<file path="src/rtl/display_pkg.sv">
// Shared types for the 4-digit 7-segment scan controller.
// Also holds the leading-zero mask helper used when suppression is built in.
package display_pkg;

  localparam int NDIGITS = 4;

  typedef logic [3:0]              nibble_t;
  typedef logic [1:0]              digit_t;
  typedef nibble_t [NDIGITS-1:0]   disp_word_t;

  // Bit i set means digit i is a leading zero: it and every higher digit
  // are 0 with no decimal point. Digit 0 always stays lit.
  function automatic logic [NDIGITS-1:0] lead_zero_mask(input disp_word_t word,
                                                        input logic [NDIGITS-1:0] dpv);
    logic [NDIGITS-1:0] mask;
    logic               run;
    mask = '0;
    run  = 1'b1;
    for (int i = NDIGITS - 1; i >= 1; i--) begin
      run     = run && (word[i] == 4'h0) && !dpv[i];
      mask[i] = run;
    end
    return mask;
  endfunction

endpackage

</file>
<file path="src/rtl/display_scan_ctrl_decode2.sv">
// 2-to-4 one-hot decoder turning the scan digit index into a raw digit enable.
module decode2
  import display_pkg::*;
(
  input  digit_t               sel,
  output logic [NDIGITS-1:0]   onehot
);

  always_comb begin
    onehot      = '0;
    onehot[sel] = 1'b1;
  end

endmodule

</file>
<file path="src/rtl/display_scan_ctrl.sv">
// Time-multiplexed 4-digit 7-segment scan controller with a double-buffered write port.
// Define DISPLAY_SCAN_LZS_EN to build in leading-zero suppression.
module display_scan_ctrl
  import display_pkg::*;
#(
  parameter int DIV   = 5000,
  parameter int BLANK = 50
) (
  input  logic                clk,
  input  logic                reset_n,
  input  logic                en,
  input  logic                wr_valid,
  output logic                wr_ready,
  input  logic [15:0]         wr_data,
  input  logic [3:0]          wr_dp,
  output logic [1:0]          digit,
  output logic [3:0]          ct,
  output logic [3:0]          num,
  output logic                dp,
  output logic                frame_start
);

  localparam int CNT_W = (DIV > 1) ? $clog2(DIV) : 1;
  localparam logic [CNT_W-1:0] CNT_LAST = CNT_W'(DIV - 1);
  localparam logic [CNT_W-1:0] BLANK_C  = CNT_W'(BLANK);

  logic [CNT_W-1:0]     cnt;
  digit_t               digit_q;
  disp_word_t           active;
  logic [NDIGITS-1:0]   dp_active;
  disp_word_t           pend_word;
  logic [NDIGITS-1:0]   pend_dp;
  logic                 pending;

  logic [NDIGITS-1:0]   onehot;
  logic [NDIGITS-1:0]   lz_mask;
  logic                 slot_last;
  logic                 frame_last;
  logic                 transfer;
  logic                 accept;

  logic [NDIGITS-1:0]   ct_p1;
  nibble_t              num_p1;
  logic                 dp_p1;
  logic                 fs_p1;

  // Digit enable is dark while blanking, disabled, or suppressed.
  function automatic logic [NDIGITS-1:0] ct_gate(input logic [NDIGITS-1:0] raw,
                                                 input logic               run,
                                                 input logic               in_blank,
                                                 input logic               hidden);
    return (run && !in_blank && !hidden) ? raw : '0;
  endfunction

  decode2 u_decode2 (
    .sel    (digit_q),
    .onehot (onehot)
  );

`ifdef DISPLAY_SCAN_LZS_EN
  assign lz_mask = lead_zero_mask(active, dp_active);
`else
  assign lz_mask = '0;
`endif

  assign slot_last  = (cnt == CNT_LAST);
  assign frame_last = en && (digit_q == 2'd3) && slot_last;
  // Swapping while disabled is safe: nothing is on the display.
  assign transfer   = pending && (frame_last || !en);
  assign accept     = wr_valid && !pending;

  always_ff @(posedge clk) begin
    if (!reset_n) begin
      cnt     <= '0;
      digit_q <= '0;
    end else if (en) begin
      if (slot_last) begin
        cnt     <= '0;
        digit_q <= digit_q + 2'd1;
      end else begin
        cnt     <= cnt + 1'b1;
      end
    end
  end

  always_ff @(posedge clk) begin
    if (!reset_n) begin
      active    <= '0;
      dp_active <= '0;
      pending   <= 1'b0;
    end else if (transfer) begin
      active    <= pend_word;
      dp_active <= pend_dp;
      pending   <= 1'b0;
    end else if (accept) begin
      pending   <= 1'b1;
    end
  end

  always_ff @(posedge clk) begin
    if (accept) begin
      pend_word <= disp_word_t'(wr_data);
      pend_dp   <= wr_dp;
    end
  end

  // Stage p1: registered pin outputs, one cycle behind cnt/digit.
  always_ff @(posedge clk) begin
    if (!reset_n) begin
      ct_p1  <= '0;
      num_p1 <= '0;
      dp_p1  <= 1'b0;
      fs_p1  <= 1'b0;
    end else begin
      ct_p1  <= ct_gate(onehot, en, cnt < BLANK_C, lz_mask[digit_q]);
      num_p1 <= active[digit_q];
      dp_p1  <= dp_active[digit_q];
      fs_p1  <= en && (digit_q == 2'd0) && (cnt == '0);
    end
  end

  assign ct          = ct_p1;
  assign num         = num_p1;
  assign dp          = dp_p1;
  assign frame_start = fs_p1;
  assign digit       = digit_q;
  assign wr_ready    = !pending;

endmodule

</file>
<file path="config.mk">
export PLATFORM = sky130hd
export DESIGN_NAME = display_scan_ctrl
export DESIGN_NICKNAME = d
export VERILOG_FILES = /design/src/rtl/display_pkg.sv /design/src/rtl/display_scan_ctrl_decode2.sv /design/src/rtl/display_scan_ctrl.sv
export SDC_FILE = /design/constraint.sdc
export NUM_CORES = 1
export LEC_CHECK = 0
export ABC_AREA = 1
export CORE_UTILIZATION = 40
export CTS_BUF_LIST = sky130_fd_sc_hd__clkbuf_2
export DETAILED_ROUTE_END_ITERATION = 16
export PLACE_DENSITY_LB_ADDON = 0.3
export SLEW_MARGIN = 20
export SYNTH_ARGS = -nofsm -noshare
export SYNTH_HDL_FRONTEND = slang
export SYNTH_HIERARCHICAL = 1
export SYNTH_SLANG_ARGS = --single-unit
</file>
<file path="constraint.sdc">
create_clock -name clk -period 2.55 [get_ports clk]
set_clock_uncertainty 0.2 [all_clocks]
set_input_delay 0.6375 -clock clk [delete_from_list [all_inputs] [get_ports clk]]
set_output_delay 0.6375 -clock clk [all_outputs]
set_load 0.02 [all_outputs]
</file>
== Yosys cells after proc, flatten, opt, wreduce, memory -nomap -nowiden ==
Cells that the tools add are included.
Storage, ports and cells
  output and inout bits: 13
  flip-flop bits (word level): 66
  word-level logic and storage cells: 53
  bits of input ports: 24
Operators by class
  reduce and logical (&&, ||, !) cells: 19
  add/sub/neg operators: 2
  $lt $le $gt $ge: 3
  eq/ne operators: 2
  mux-type cells: 9
  bitwise logic cells: 1
Operators by type and width (number)
  13-bit by 1-bit adder with 13-bit output (second input constant): 1
  13-bit equality test (second input constant): 1
  13-bit zero test: 1
  13-bit by 6-bit less-than comparator with 1-bit output (second input constant): 1
  13-bit two-way mux: 1
  1-bit logical AND: 9
  4-bit binary-select mux with 2-bit select: 1
  1-bit binary-select mux with 2-bit select: 2
  1-bit zero test: 4
  4-bit two-way mux: 1
  2-bit AND reduction: 2
  2-bit by 3-bit less-than comparator with 1-bit output (second input constant): 1
  1-bit two-way mux: 3
  2-bit by 1-bit adder with 2-bit output (second input constant): 1
  1-bit demux with 2-bit select: 1
  2-bit equality test (second input constant): 1
  2-bit by 1-bit >= comparator with 1-bit output (second input constant): 1
  2-bit zero test: 1
  2-bit OR reduction: 1
  1-bit logical OR: 1
  1-bit NOT: 1

== Longest topological paths before layout ==
Gate-level depths: netlist of run 1.
  word-level depth: 6
  depth in mapped cells: 11
  mapped depth without buffers: 10

== Cells and area by module ==
Netlist of run 1, hierarchy kept.
By module, submodules not included
  display_scan_ctrl: instances 1, cells each 347, sequential area each 1521.5 sq um, area each 2827.7 sq um
  decode2: instances 1, cells each 7, sequential area each 0.0 sq um, area each 26.3 sq um

== Worst setup path after synthesis of run 1 ==
Ideal clock, no wire load.
  path type: input to register
  start point: in wr_valid
  end point: reg pend_dp[0] (enable)
  path buffers: 0
  arrival: 1.526 ns
  slack: 0.427 ns
  cell stages on the path: 2
  cell sequence: inv_1 -> nor2_1
On the way
  cells in the longest elaborated chain, start to end: 1
Ends and longest elaborated chain
  from (decl): line display_scan_ctrl.sv:12  | input logic wr_valid,
  1-bit logical AND: line display_scan_ctrl.sv:70  | assign accept = wr_valid && !pending;
  named net accept: line display_scan_ctrl.sv:40  | logic accept;
  to (signal assigned): line display_scan_ctrl.sv:103  | pend_dp <= wr_dp;
  to (decl): line display_scan_ctrl.sv:32  | logic [NDIGITS-1:0] pend_dp;
The timed path passes the listed nets, and every way through them passes these cells.
A chain may end at the register's enable or synchronous reset.

== Final worst setup path of run 1 ==
  start point: reg pending
  end point: out wr_ready
On the way
  cells in the longest elaborated chain, start to end: 1
Ends and longest elaborated chain
  from (decl): line display_scan_ctrl.sv:33  | logic pending;
  from (signal assigned): line display_scan_ctrl.sv:90  | pending <= 1'b0;
  from (signal assigned): line display_scan_ctrl.sv:94  | pending <= 1'b0;
  from (signal assigned): line display_scan_ctrl.sv:96  | pending <= 1'b1;
  1-bit zero test: line display_scan_ctrl.sv:127  | assign wr_ready = !pending;
  to (decl): line display_scan_ctrl.sv:13  | output logic wr_ready,
Every way passes these cells.

==> metrics.yaml, run 1 <==
status: "finished clean"
finalHoldViolations: 0
die_w_um: 86.5
drc: 0
ys_async_sr_fraction_pct: 0
rsz0062_at_grt: "no"
ys_ff_latch: 66
arrival_ns: 1.46
synthesis.nets: 382
tightest_slew_ns: 0.400
cts.sink_count: 66
vias: 2215
dr.pass1.iters: 4
cts_resized: 0
layout_commonest_cell: "nor2_1"
final_nets: 421
grt_max_degree: 44
grt_pass1_vias: 2019
top_usage_layer: "met2"
maxCapViolCount: 0
slew_headroom_pct: 73.1
io_pins: 37
fin_crit_ns: 2.30
layout_setup_ws_ns: 0.251
place_congestion: 0.836
coreArea_sq_um: 6830
fmax_mhz: 435
synth_seq_area_share_pct: 53.3
diodes: 0
synth-edff-count: 20
grt_first_pass_wirelength_um: 8670
cts_root_buf: "clkbuf_2"
crit_fanout: 2
cp-end-kind: "output pin"
ctsHoldBuffers: 0
drt-total-wl_um: 4990
use_met2_pct: 24.5
wl_per_cell_um: 10.1
dp_slack_ns: 0.222
clk_latency_ns: 0.46
peakVddDrop_v: 0.000321
num_rows: 30
hp-class: "flip-flop to flip-flop"
yosysWarnings: 6
drive_gt1_share_pct: 7.79
finalSetupViolCount: 0
final_cells: 494
grt.total_usage_pct: 15.2
cts_tree: "yes"
synth_cell_types: 28
synth_flop_cell: "dfxtp_1"
avgSynthCellArea_sq_um: 8.06
cp-start-kind: "flip-flop"
crit_type: "flip-flop to output pin"
powerDensity_nw_per_um2: 565
netlist_area_sq_um: 2850
via_per_inst: 4.48
fp.dieH_um: 86.5
drtAntennaViolNets: 0
grtUsageMet1_pct: 18.3
power_leakage_nw: 1.43
tns_ns: 0
clk_path_buf_depth: 2
numPortBuffers: 36
start_util_pct: 41.8
synth_cells: 354
cts_buffers: 9
drt_iter0_drc: 92
area_delta_synth_final_pct: 19.5
period_share_pct: 90.2
postCtsSetupRepairBufs: 0
required_ns: 1.71
htreeDepth: 3
dp_cells: 478
grt_overflow: 0
dp_hpwl_um: 3520
use_met3_pct: 5.90
path_clk_slew_ns: 0.18
dieArea_sq_um: 7480
antenna_found_initial: 0
slew_violations: 0
final_cell_mix: "nor2_1, nand2_1, inv_1"
-- synthesized netlist by cell type (3+ instances only) --
cell / count / area share, %
buf_4: 4 / 1.1
o21ai_0: 13 / 2.3
ha_1: 4 / 1.8
a21oi_1: 31 / 5.4
inv_1: 51 / 6.7
buf_2: 5 / 0.88
buf_6: 3 / 1.2
dfxtp_1: 46 / 32
nand3_1: 26 / 4.6
nor3_1: 5 / 0.88
nand2_1: 53 / 7.0
edfxtp_1: 20 / 21
nor2_1: 70 / 9.2
nand2_2: 3 / 0.66
-- power breakdown --
| group | internal (mW) | total, mW | switching (mW) | leakage [nW] |
|---|---|---|---|---|
| clock network | 0.225 | 0.593 | 0.368 | 0.0697 |
| registers | 1.13 | 1.15 | 0.0197 | 0.566 |
| logic | 0.0833 | 0.179 | 0.0961 | 0.797 |
| total | 1.44 | 1.93 | 0.484 | 1.43 |
-- worst paths after layout --
| kind | start | to | slack [ns] | cells past startpoint |
|---|---|---|---|---|
| worst max register to register | cnt[0]$_SDFFE_PN0P_ | active[14]$_SDFFE_PN0P_ | 0.73 | 11 |
| worst min register to register | active[5]$_SDFFE_PN0P_ | active[5]$_SDFFE_PN0P_ | 0.30 | 2 |
| worst max-delay path | pending$_SDFFE_PP0P_ | wr_ready | 0.25 | 2 |
| worst min-delay path | active[5]$_SDFFE_PN0P_ | active[5]$_SDFFE_PN0P_ | 0.30 | 2 |
-- worst max-delay path, stage by stage (launching register included) --
cell             delay (ns)
dfxtp_1                0.35
inv_1                  0.05
clkdlybuf4s50_1        0.59
-- area by class of cell --
| cell class | count | area (sq um) |
|---|---|---|
| multi-input cells | 220 | 1030 |
| clock buffers | 9 | 45.0 |
| fillers | 681 | 3420 |
| clock inverters | 7 | 68.8 |
| repair buffers | 42 | 418 |
| well taps | 96 | 120 |
| flip-flops and latches | 66 | 1520 |
| inverters | 54 | 203 |
-- flip-flops by register name (all words and copies together) (netlist names) --
name	count
active	16
cnt	13
ct	4
digit	2
dp	1
dp_active	4
frame_start	1
num	4
pend_dp	4
pend_word	16
pending	1
-- cells by family after synthesis --
group                    after synthesis  synth area share (%)
AO/OA/AOI/OAI                         45                  7.98
XOR/XNOR                               3                 0.921
adder cells (fa/ha/maj)                4                  1.75
buffers and inverters                 68                  10.5
flip-flops                            66                  53.3
AND/OR/NAND/NOR                      168                  25.6
-- metal layers --
metal	share of wire, %	routed length [um]
met4	0.58	29
met2	47	2370
met1	47	2330
met5	0	0
met3	5.2	259
-- metrics by stage --
stage	total power, mW	instance area, sq um	util, %	hold WS [ns]
after CTS	1.95	3410	49.9	0.306
final	1.93	3410	49.9	0.302
after floorplan	1.29	2850	-	0.246
after global placement	1.35	3300	48.2	0.258
after global routing	2.02	3410	49.9	0.318
after detailed placement	1.36	3300	48.2	0.265
Note: power is estimated with default switching activity, not from simulation.
==> run 2, diff against run 1 <==
CORE_MARGIN = 8   (was default)
==> run 2 against run 1 <==
Against the previous run: design area up 1.3%; core utilization is 0.36 points higher; non-clock buffer count unchanged; sequential cell count stayed put; maximum frequency is 0.54% higher; combinational power about the same; critical path type unchanged; highest routed layer unchanged.
==> metrics.yaml, run 2 (same netlist as run 1, synthesis figures left out) <==
r2r_start: "cnt[0]$_SDFFE_PN0P_"
final_cells: 494  # unchanged
dieArea_sq_um: 10100  # +35%
cp.buffers_inverters: 1  # -1
io_pins: 37  # unchanged
ctsHoldBuffers: 0  # unchanged
cts_resized: 0  # unchanged
arrival_ns: 1.45  # about the same
grt_first_pass_wirelength_um: 9650  # +11%
path_cells: "clkdlybuf4s50_1"
num_rows: 30  # unchanged
cp_slowest_cell: "clkdlybuf4s50_1"
hold_start: "active[14]$_SDFFE_PN0P_"
cp_top_family: "buffers and inverters"
crit_fanout: 2  # unchanged
fp.dieH_um: 100  # +16%
final_nets: 421  # unchanged
crit_type: "flip-flop to output pin"
drc: 0  # unchanged
grt_pass1_vias: 2252  # +12%
drtAntennaViolNets: 0  # unchanged
clk_path_buf_depth: 2  # unchanged
cts.sink_count: 66  # unchanged
clk_latency_ns: 0.46  # about the same
area_delta_synth_final_pct: 21.0
dp_slack_ns: 0.211  # -0.0113 ns
postCtsSetupRepairBufs: 0  # unchanged
finalHoldViolations: 0  # unchanged
design_power_total_mw: 2.11  # +9.6%
diodes: 0  # unchanged
dp_hpwl_um: 3820  # +8.7%
die_w_um: 100  # +16%
path_clk_slew_ns: 0.18  # about the same
drive_gt1_share_pct: 8.04  # +0.25 points
wl_per_cell_um: 10.9  # +7.8%
cts_buffers: 9  # unchanged
layout_commonest_cell: "nor2_1"
start_util_pct: 41.5  # -0.23 points
dr.pass1.iters: 4  # unchanged
rsz0062_at_grt: "no"
period_share_pct: 89.7  # -0.49 points
drt_iter0_drc: 102  # +11%
power_leakage_nw: 1.45  # +1.6%
tns_ns: 0  # unchanged
cp-start-kind: "flip-flop"
final_cell_mix: "nor2_1, nand2_1, inv_1"
dp_cells: 478  # unchanged
via_per_inst: 4.50  # +0.36%
grt_max_degree: 44  # unchanged
numPortBuffers: 36  # unchanged
drt-total-wl_um: 5370  # +7.8%
htreeDepth: 3  # unchanged
layout_setup_ws_ns: 0.263  # +0.0124 ns
vias: 2223  # +0.36%
r2r_end: "active[3]$_SDFFE_PN0P_"
cp-end-kind: "output pin"
slowest_delay_ns: 0.61  # +0.02 ns
antenna_found_initial: 0  # unchanged
hold_path_end: "active[14]$_SDFFE_PN0P_"
cts_root_buf: "clkbuf_2"
r2r.worst_path.cells: 11  # unchanged
slew_violations: 0  # unchanged
r2r_setup_slack_ns: 0.69  # -0.04 ns
powerDensity_nw_per_um2: 611  # +8.2%
hp-class: "flip-flop to flip-flop"
place_congestion: 0.848  # +1.4%
peakVddDrop_v: 0.000349  # +8.7%
slew_headroom_pct: 69.8  # -3.3 points
fmax_mhz: 437  # +0.54%
coreArea_sq_um: 6870  # +0.55%
grt.total_usage_pct: 11.9  # -3.3 points
maxCapViolCount: 0  # unchanged
finalSetupViolCount: 0  # unchanged
tightest_slew_ns: 0.449  # +0.0490 ns
status: "finished clean"
hold_depth: 2  # unchanged
critical_path_depth: 1  # -1
fin_crit_ns: 2.29  # -0.0124 ns
cts_tree: "yes"
grt_overflow: 0  # unchanged
top_regs: "active: 16 flops, pend_word: 16 flops, cnt: 13 flops"
required_ns: 1.71  # about the same
## run 2: worst register-to-register path: stages (launching register included)
cell	delay [ns]
dfxtp_1	0.42
ha_1	0.25
nand2_1	0.08
clkinv_1	0.05
nand2_1	0.05
nor2_2	0.10
nand3_2	0.07
nand2_2	0.09
buf_12	0.20
nand3_1	0.12
nand2_1	0.08
nor2_1	0.04
## run 2: area by class of cell
type | instances | area [sq um]
well taps | 96 | 120
clock buffers | 11 | 55.1
repair buffers | 42 | 418
flip-flops and latches | 66 | 1520
fillers | 663 | 3420
clock inverters | 5 | 103
inverters | 54 | 203
multi-input cells | 220 | 1030
## run 2: per-stage QoR
step                area [sq um]  util [%]  hold WS, ns
floorplan                   2850         -        0.246
global placement            3300      48.0        0.257
detailed placement          3300      48.0        0.267
CTS                         3450      50.3        0.305
global route                3450      50.3        0.330
finish                      3450      50.3        0.298
## run 2: report_power, final
group | leakage [nW] | internal (mW) | total [mW] | switching [mW]
sequential | 0.566 | 1.13 | 1.15 | 0.0198
clock | 0.0921 | 0.430 | 0.777 | 0.347
combinational | 0.797 | 0.0833 | 0.179 | 0.0959
total | 1.45 | 1.65 | 2.11 | 0.463
## run 2: routing by layer
layer  vias up  share of wire (%)  global-route usage, %
li1       1197                  -                      -
met1       972                 48                   13.8
met2        43                 46                   19.3
met3        11                4.7                   3.45
met4         0                2.1                   6.86
met5         -                  0                      0
## run 2: worst max path at each step
stage | from | end
floorplan | wr_valid | pend_dp[0]$_DFFE_PP_
global placement | en | cnt[10]$_SDFFE_PN0P_
detailed placement | en | cnt[10]$_SDFFE_PN0P_
CTS | digit[0]$_SDFFE_PN0P_ | digit[0]
global route | pending$_SDFFE_PP0P_ | wr_ready
finish | digit[0]$_SDFFE_PN0P_ | digit[0]
==> run 3, diff against run 2 <==
CORE_ASPECT_RATIO = 1.25   (was default)
==> run 3 against run 2 <==
Against the previous run: count of clock-buffer cells in the layout decreased by 2; critical path depth increased by 1; combinational power about the same; global-route usage decreased by 0.56 points; sequential cell count unchanged; clock power decreased by 5.3%; via count about the same; total power decreased by 1.9%; core utilization decreased by 0.76 points; largest cell class unchanged; setup slack got worse by 0.065 ns; first-iteration DRC count decreased by 60%.
==> metrics.yaml, run 3 (same netlist as run 1, synthesis figures left out) <==
status: "finished clean"
cts_resized: 0  # unchanged
drt_iter0_drc: 41  # -60%
hp-class: "flip-flop to flip-flop"
slew_headroom_pct: 66.5  # -3.3 points
crit_type: "flip-flop to output pin"
finalHoldViolations: 0  # unchanged
maxCapViolCount: 0  # unchanged
cp-startpoint: "pending$_SDFFE_PP0P_"
hold_depth: 2  # unchanged
cp-start-kind: "flip-flop"
path_clk_slew_ns: 0.21  # +0.03 ns
clk_path_buf_depth: 2  # unchanged
crit_end: "wr_ready"
grt_pass1_vias: 2118  # -6.0%
fp.dieH_um: 110  # +9.9%
grt_first_pass_wirelength_um: 9340  # -3.2%
power.switching_mw: 0.518  # +12%
drtAntennaViolNets: 0  # unchanged
powerDensity_nw_per_um2: 602  # -1.4%
vias: 2224  # +0.045%
dieArea_sq_um: 10100  # +0.16%
htreeDepth: 3  # unchanged
drt-total-wl_um: 5300  # -1.5%
tns_ns: 0  # unchanged
cts_root_buf: "clkbuf_2"
clkPwrFrac_pct: 35.6  # -1.3 points
ctsHoldBuffers: 0  # unchanged
arrival_ns: 1.51  # +0.06 ns
fin_crit_ns: 2.35  # +0.0652 ns
die_w_um: 91.6  # -8.9%
dp_cells: 472  # -1.3%
io_pins: 37  # unchanged
cts_tree: "yes"
place_congestion: 0.824  # -2.8%
layout_commonest_cell: "nor2_1"
rsz0062_at_grt: "no"
holdWs_ns: 0.306  # +0.00810 ns
dp_hpwl_um: 3850  # +0.63%
slew_violations: 0  # unchanged
area_delta_synth_final_pct: 20.3
drive_gt1_share_pct: 8.04  # unchanged
fillCellCount: 695  # +4.8%
cts_buffers: 9  # unchanged
tightest_slew_ns: 0.498  # +0.0491 ns
start_util_pct: 41.2  # -0.39 points
numPortBuffers: 36  # unchanged
crit_fanout: 2  # unchanged
grt_max_degree: 44  # unchanged
grt_overflow: 0  # unchanged
coreArea_sq_um: 6930  # +0.95%
finalSetupViolCount: 0  # unchanged
r2r_start: "cnt[1]$_SDFFE_PN0P_"
via_per_inst: 4.56  # +1.3%
cp-end-kind: "output pin"
num_rows: 34  # +13%
dr.pass1.iters: 4  # unchanged
postCtsSetupRepairBufs: 0  # unchanged
required_ns: 1.71  # about the same
p_seq_share_pct: 55.7  # +1.0 points
r2r_setup_slack_ns: 0.74  # +0.05 ns
final_area_sq_um: 3430  # -0.58%
r2r.worst_path.cells: 11  # unchanged
top_regs: "active: 16 flops, pend_word: 16 flops, cnt: 13 flops"
pwr-share-comb_pct: 8.7  # +0.2 points
drc: 0  # unchanged
period_share_pct: 92.2  # +2.6 points
r2r_end: "dp_active[2]$_SDFFE_PN0P_"
final_nets: 421  # unchanged
grt.total_usage_pct: 11.4  # -0.56 points
diodes: 0  # unchanged
power_leakage_nw: 1.45  # -0.36%
peakVddDrop_v: 0.000464  # +33%
swShare_pct: 25.0  # +3.1 points
placed_area_sq_um: 3290  # -0.23%
wl_per_cell_um: 10.9  # -0.24%
final_cells: 488  # -1.2%
antenna_found_initial: 0  # unchanged
clk_latency_ns: 0.51  # +0.05 ns
fmax_mhz: 425  # -2.8%
final_cell_mix: "nor2_1, nand2_1, inv_1"
p_int_mw: 1.55  # -5.8%
cts.sink_count: 66  # unchanged
[run 3: changes by cell type in the layout (fill, tap and decap cells not counted), sizes merged]
| cell | previous run | this run |
|---|---|---|
| inv | 52 | 54 |
| clkbuf | 11 | 9 |
| bufinv | 3 | 2 |
| clkinvlp | 1 | 0 |
| clkinv | 3 | 5 |
[run 3: worst min-delay path by stage]
stage,from,to,slack [ns]
5_1_grt,active[5]$_SDFFE_PN0P_,active[5]$_SDFFE_PN0P_,0.34
3_5_place_dp,active[4]$_SDFFE_PN0P_,active[4]$_SDFFE_PN0P_,0.27
3_3_place_gp,active[4]$_SDFFE_PN0P_,active[4]$_SDFFE_PN0P_,0.26
2_1_floorplan,dp_active[3]$_SDFFE_PN0P_,dp_active[3]$_SDFFE_PN0P_,0.25
6_report,active[5]$_SDFFE_PN0P_,active[5]$_SDFFE_PN0P_,0.31
4_1_cts,active[4]$_SDFFE_PN0P_,active[4]$_SDFFE_PN0P_,0.31
[run 3: routing by layer]
metal	wire length (um)	up-vias	track usage, %
met4	104	0	5.81
li1	-	1190	-
met3	226	8	3.79
met1	2270	986	12.3
met5	0	-	0
met2	2690	40	19.2
[run 3: power by group through the flow]
stage	registers [mW]	logic [mW]	clock network [mW]
global route	1.16	0.206	0.797
CTS	1.15	0.182	0.757
finish	1.15	0.180	0.736
floorplan	1.18	0.114	0
global placement	1.17	0.178	0
detailed placement	1.18	0.181	0
[run 3: per-stage QoR]
| step | power (mW) | util, % | setup WS, ns |
|---|---|---|---|
| floorplan | 1.29 | - | 0.427 |
| global placement | 1.35 | 47.4 | 0.235 |
| detailed placement | 1.36 | 47.4 | 0.178 |
| CTS | 2.09 | 49.5 | 0.146 |
| global route | 2.16 | 49.5 | 0.105 |
| finish | 2.07 | 49.5 | 0.198 |
[run 3: critical path, stage by stage (launching register included)]
cell	delay [ns]
dfxtp_1	0.36
inv_1	0.05
clkdlybuf4s50_1	0.59
[run 3: final cells by class]
class                           instances  area [sq um]  area share (%)
Sequential cell                        66          1520            44.3
Multi-Input combinational cell        220          1030            30.1
Timing Repair Buffer                   42           418            12.2
Inverter                               54           203            5.90
Tap cell                               90           113            3.28
Clock inverter                          7           100            2.92
Clock buffer                            9          45.0            1.31
